===== src/rtl/mem_arbiter_pkg.sv =====
// Shared types for the unified-memory arbiter: request owner, in-flight read
// tag, and the deepest memory latency the tag pipeline is sized for.
package mem_arbiter_pkg;

  localparam int MAX_MEM_LATENCY = 8;

  typedef enum logic {
    OWN_IF = 1'b0,
    OWN_D  = 1'b1
  } owner_t;

  typedef struct packed {
    logic   valid;
    owner_t owner;
  } tag_t;

  function automatic tag_t make_tag(input logic valid, input owner_t owner);
    tag_t t;
    t.valid = valid;
    t.owner = owner;
    return t;
  endfunction

endpackage


===== src/rtl/arb_tag_pipe.sv =====
// Latency-matched tag shift register: one tag enters per cycle, and the one
// leaving marks which port owns the memory word arriving that same cycle.
module arb_tag_pipe
  import mem_arbiter_pkg::*;
#(
  parameter int DEPTH = 2
) (
  input  logic clk,
  input  logic rst,
  input  tag_t push,
  output tag_t pop
);

  tag_t [DEPTH-1:0] stage;

  // Async clear drops every in-flight read so none returns after reset.
  always_ff @(posedge clk or negedge rst) begin
    if (!rst) begin
      stage <= '0;
    end else begin
      stage[0] <= push;
      for (int i = 1; i < DEPTH; i++) stage[i] <= stage[i-1];
    end
  end

  assign pop = stage[DEPTH-1];

endmodule


===== src/rtl/mem_arbiter.sv =====
// Fetch/load-store arbiter in front of one fixed-latency single-port memory.
// Optional fetch anti-starvation override: define MEM_ARBITER_STARVE_EN.
module mem_arbiter
  import mem_arbiter_pkg::*;
#(
  parameter int ADDR_WIDTH   = 32,
  parameter int DATA_WIDTH   = 32,
  parameter int MEM_LATENCY  = 2,
  parameter int STARVE_LIMIT = 4
) (
  input  logic                    clk,
  input  logic                    rst,
  input  logic                    if_req,
  input  logic [ADDR_WIDTH-1:0]   if_addr,
  output logic                    if_gnt,
  output logic                    if_rvalid,
  output logic [DATA_WIDTH-1:0]   if_rdata,
  input  logic                    d_req,
  input  logic                    d_we,
  input  logic [ADDR_WIDTH-1:0]   d_addr,
  input  logic [DATA_WIDTH-1:0]   d_wdata,
  input  logic [DATA_WIDTH/8-1:0] d_be,
  output logic                    d_gnt,
  output logic                    d_rvalid,
  output logic [DATA_WIDTH-1:0]   d_rdata,
  output logic                    mem_en,
  output logic                    mem_we,
  output logic [ADDR_WIDTH-1:0]   mem_addr,
  output logic [DATA_WIDTH-1:0]   mem_wdata,
  output logic [DATA_WIDTH/8-1:0] mem_be,
  input  logic [DATA_WIDTH-1:0]   mem_rdata
);

  if (MEM_LATENCY < 1 || MEM_LATENCY > MAX_MEM_LATENCY || STARVE_LIMIT < 1) begin : g_cfg_check
    $error("mem_arbiter: MEM_LATENCY must be 1..8 and STARVE_LIMIT >= 1");
  end

  logic force_if;
  tag_t push_tag;
  tag_t pop_tag;

`ifdef MEM_ARBITER_STARVE_EN
  localparam int CW = $clog2(STARVE_LIMIT + 1);

  logic [CW-1:0] starve_cnt;

  assign force_if = (starve_cnt == CW'(STARVE_LIMIT));

  // Counts consecutive denied fetch cycles; saturates at the limit.
  always_ff @(posedge clk or negedge rst) begin
    if (!rst) begin
      starve_cnt <= '0;
    end else if (!if_req || if_gnt) begin
      starve_cnt <= '0;
    end else if (!force_if) begin
      starve_cnt <= starve_cnt + CW'(1);
    end
  end
`else
  assign force_if = 1'b0;
`endif

  // Grants are gated by reset so nothing issues while reset is held.
  assign if_gnt = rst && if_req && (!d_req || force_if);
  assign d_gnt  = rst && d_req && !(if_req && force_if);

  always_comb begin
    mem_en    = 1'b0;
    mem_we    = 1'b0;
    mem_addr  = '0;
    mem_wdata = '0;
    mem_be    = '0;
    if (d_gnt) begin
      mem_en    = 1'b1;
      mem_we    = d_we;
      mem_addr  = d_addr;
      mem_wdata = d_wdata;
      mem_be    = d_be;
    end else if (if_gnt) begin
      mem_en    = 1'b1;
      mem_addr  = if_addr;
      mem_be    = '1;
    end
  end

  always_comb begin
    push_tag = make_tag(1'b0, OWN_IF);
    if (d_gnt)       push_tag = make_tag(!d_we, OWN_D);
    else if (if_gnt) push_tag = make_tag(1'b1, OWN_IF);
  end

  arb_tag_pipe #(
    .DEPTH (MEM_LATENCY)
  ) u_tag_pipe (
    .clk  (clk),
    .rst  (rst),
    .push (push_tag),
    .pop  (pop_tag)
  );

  assign if_rvalid = pop_tag.valid && (pop_tag.owner == OWN_IF);
  assign d_rvalid  = pop_tag.valid && (pop_tag.owner == OWN_D);
  assign if_rdata  = if_rvalid ? mem_rdata : '0;
  assign d_rdata   = d_rvalid  ? mem_rdata : '0;

endmodule


===== config.mk =====
export PLATFORM = sky130hd
export DESIGN_NAME = mem_arbiter
export DESIGN_NICKNAME = d
export VERILOG_FILES = /design/src/rtl/mem_arbiter_pkg.sv /design/src/rtl/arb_tag_pipe.sv /design/src/rtl/mem_arbiter.sv
export SDC_FILE = /design/constraint.sdc
export NUM_CORES = 1
export LEC_CHECK = 0
export BUFFER_PORTS_ARGS = -buffer_cell sky130_fd_sc_hd__buf_2
export CORE_AREA = 4 4 104 106
export DETAILED_ROUTE_END_ITERATION = 10
export DIE_AREA = 0 0 108 110
export GPL_ROUTABILITY_DRIVEN = 0
export PLACE_DENSITY = 0.53
export SYNTH_ARGS = -nofsm -noshare
export SYNTH_HDL_FRONTEND = slang
export SYNTH_SLANG_ARGS = --single-unit

===== constraint.sdc =====
create_clock -name clk -period 1.5 [get_ports clk]
set_input_delay 0.15 -clock clk [delete_from_list [all_inputs] [get_ports clk]]
set_output_delay 0.15 -clock clk [all_outputs]
set_load 0.05 [all_outputs]

==> metrics.md <==
| Metric | Value |
|---|---|
| Required time reported for the critical path endpoint | around 1400 ps |
| Most area-consuming cells after synthesis | sky130_fd_sc_hd__and3_1 29%, sky130_fd_sc_hd__a32o_2 24%, sky130_fd_sc_hd__nand2_1 9.5% |
| Maximum fanout count along the critical path | between 60 and 70 |
| Inserted Diodes | 0 |
| Count of routing violations after the opening detailed-route iteration | around 160 |
| Remaining global-route overflow | 0 |
| Result of the run | finished, final reports clean |
| Core occupancy in the finished layout | 0.306 |
| Sequential fraction of design power | 0.079 |
| Number of placed instances with taps included | 598 |
| Number of hold violations in the final report | 0 |
| Crit start category | flop |
| Antenna violations before repair | 0 |
| Peak ir drop on the vdd network | about 0.26 mV |
| Insertion delay of the later-clocked pin in the worst-skew pair | roughly 210 ps |
| Least-Margin Pin Slew | ~300 ps |
| Count of different cell masters after synthesis | 17 |
| Number of standard cells in the layout, taps in and fillers out | 603 |
| Number of flops mapped to enable cells by yosys | 0 |
| Detail-routed net length per standard cell | around 13 um |
| Type of the setup path with the least slack | reg -> out |
| Top FF cell, synth | sky130_fd_sc_hd__dfrtp_1 |
| Capturing element type of the critical path | primary output |
| Launch point of the worst reg-to-reg path | u_tag_pipe.stage[1]$_DFF_PN0_ |
| Synth top area share | 0.287 |
| Total power density per cell area | 504 nW/um^2 |
| Wire length reported by the detailed router | a little over 8000 um |
| Number of nets in the finished design | around 610 |
| Clock net sink count | 4 |
| Leakage Power | 2.19 nW |
| Number of cells produced by synthesis | between 200 and 250 |
| Via Count | between 2000 and 3000 |
| Final critical-path required period | 1430 ps |
| Most numerous cell types in the synthesized netlist | 65 x sky130_fd_sc_hd__and3_1, 36 x sky130_fd_sc_hd__nand2_1, 35 x sky130_fd_sc_hd__nor2_1 |
| Max Transition Viols Final | 0 |
| Sw Pwr | ~0.86 mW |
| Relative contribution of the clock network to total power | 0.149 |
| Sequential fraction of the synthesis area | 0.0707 |
| Residual DRC count | 0 |
| DIE WIDTH | 108 um |
| Achievable frequency | ~700 MHz |
| Clock buffers created by TritonCTS | 3 |
| Worst slew margin relative to its limit | 0.801 |
| Capture point of the worst reg-to-reg path | u_tag_pipe.pop[1]$_DFF_PN0_ |
| Deepest clock path buffer count | 2 |
| Max_cap viols | 0 |
| Total of buffers placed on input and output ports | 274 |
| Clock-pin slew reported for the worst setup and hold paths after clock tree synthesis | 30 ps |
| Number of storage elements in the synthesis netlist | 4 |
| Total of endpoints with negative setup slack in the final report | 0 |
| Vertical extent of the die | roughly 110 um |
| Final cycle utilization of the critical path | 0.954 |
| Number of global-route vias before repair | ~2300 |
| Most common cell in the synthesized netlist | sky130_fd_sc_hd__and3_1 |
| R2R setup slack | 1040 ps |
| Hold/Removal Path Class | in -> reg |
| Overall Global Routing Usage | 0.115 |
| Total Die Area | ~12000 um^2 |
| Number of H-tree levels | 1 |
| Launch point of the worst hold path | d_we |
| Cell area after technology mapping | 1420 um^2 |
| Net Sw Frac | 0.570 |
| Number of antenna-violating nets in the routed design | 0 |
| Initial core utilization | 0.145 |
| Clock tree from TritonCTS | built |
| Count of cells along the worst register-to-register path | 0 |
| Placed cell area | slightly below 3000 um^2 |
| Rows | 36 |
| Synthesized net count | approximately 350 |
| Post-CTS setup repair buffer count | 0 |
| Area of all placed cells without fillers | 2990 um^2 |
| Core Area | slightly below 10000 um^2 |
| DP HPWL | around 6700 um |
| Mean instance size in the synthesized netlist | about 6.5 um^2 |
| Buffer type at the clock tree root | sky130_fd_sc_hd__clkbuf_8 |
| Share of synthesized flip-flops with an asynchronous set or reset | 1.00 |
| Final clock skew | about 1.2 ps |
| CP arrival | about 1300 ps |
| Layout-stage area growth over the synthesis result | 111% |
| Largest net degree at the start of global routing | 67 |
| I/O pin count | 275 |
| Post-layout total power | approximately 1.5 mW |
| Count of filler cells inserted in the layout | 1088 |
| Largest area contributor in the synthesized netlist | sky130_fd_sc_hd__and3_1 |
| Ratio of cells with drive above 1 in the final layout | 0.677 |
| Routed via count divided by cell count | between 4 and 5 |
| Global-route wire length before repair | 11200 um |
| Comb power frac | 0.772 |
| Power Internal | roughly 0.65 mW |
| Worst hold slack | 206 ps |
| DRT Pass-1 Iters | 4 |
| Hold-critical path endpoint | u_tag_pipe.stage[1]$_DFF_PN0_ |
| Number of warnings printed during yosys synthesis | 0 |
| Depth of the worst hold-timing path | 3 |
==> worst max-delay path: stages (launching register included) <==
cell	delay, ps
sky130_fd_sc_hd__dfrtp_1	360
sky130_fd_sc_hd__buf_12	230
sky130_fd_sc_hd__and3_1	190
sky130_fd_sc_hd__buf_2	260
==> cell usage in the layout, fill, tap and decap left out, types with 2 or more instances in the layout <==
cell type                  count
sky130_fd_sc_hd__buf_4         2
sky130_fd_sc_hd__nand2_1      36
sky130_fd_sc_hd__buf_2       268
sky130_fd_sc_hd__clkbuf_8      3
sky130_fd_sc_hd__a32o_2       30
sky130_fd_sc_hd__nor2_1       34
sky130_fd_sc_hd__and3_1       65
sky130_fd_sc_hd__and2_1        2
sky130_fd_sc_hd__clkbuf_4      3
sky130_fd_sc_hd__a32o_1        2
sky130_fd_sc_hd__a21oi_1       5
sky130_fd_sc_hd__buf_12        8
sky130_fd_sc_hd__dfrtp_1       3
==> cell families after synthesis <==
| kind of cell | Yosys count | synth area share |
|---|---|---|
| AND/OR/NAND/NOR | 142 | 0.508 |
| AO/OA/AOI/OAI | 37 | 0.270 |
| buffers and inverters | 34 | 0.151 |
| flip-flops | 4 | 0.0707 |
==> power groups by stage <==
stage	clock, mW	sequential, mW	combinational (mW)
6_report	0.225	0.120	1.16
5_1_grt	0.249	0.120	1.23
4_1_cts	0.233	0.118	1.16
3_5_place_dp	0	0.119	1.16
3_3_place_gp	0	0.119	1.15
2_1_floorplan	0	0.118	0.797
==> final cells by class <==
cell class / instances / area [um^2] / share of cell area
sequential: 4 / 101 / 0.0339
timing repair buffer: 283 / 1570 / 0.526
tap: 133 / 166 / 0.0556
multi-input combinational: 179 / 1100 / 0.369
clock buffer: 3 / 41.3 / 0.0138
inverter: 1 / 3.75 / 0.00125
==> per-layer routing <==
metal / wire (um) / global-route usage / share of wire
met1: 2950 / 0.123 / 0.37
met2: 3990 / 0.213 / 0.49
met3: 983 / 0.0379 / 0.12
met4: 160 / 0.0379 / 0.020
met5: 0 / 0 / 0
==> how the worst max path moves through the flow <==
stage / start / end / slack, ps / cells past startpoint
6_report: u_tag_pipe.pop[0]$_DFF_PN0_ / d_rdata[5] / 70 / 3
5_1_grt: u_tag_pipe.pop[1]$_DFF_PN0_ / if_rdata[1] / -3 / 4
4_1_cts: u_tag_pipe.pop[0]$_DFF_PN0_ / d_rdata[18] / 60 / 3
3_5_place_dp: d_req / mem_be[1] / 210 / 5
3_3_place_gp: d_req / mem_addr[4] / 260 / 5
2_1_floorplan: u_tag_pipe.pop[0]$_DFF_PN0_ / if_rdata[10] / -40 / 3
==> flip-flops by register name, summed over array words and instances (netlist names) <==
name and count:
u_tag_pipe.stage 2, u_tag_pipe.pop 2
==> per-stage QoR <==
| step | TNS, ps | worst slack (ps) |
|---|---|---|
| final | 0 | 68.4 |
| after global routing | -4.66 | -3.48 |
| after CTS | 0 | 57.4 |
| after detailed placement | 0 | 212 |
| after global placement | 0 | 264 |
| after floorplan | -1180 | -39.4 |
==> timing repair <==
item	CTS	global route
gates resized for setup	0	4
hold buffers	1	0
endpoints found under the setup margin	0	12
endpoints found under the hold margin	4	0
Power figures use the tool's default switching activity.
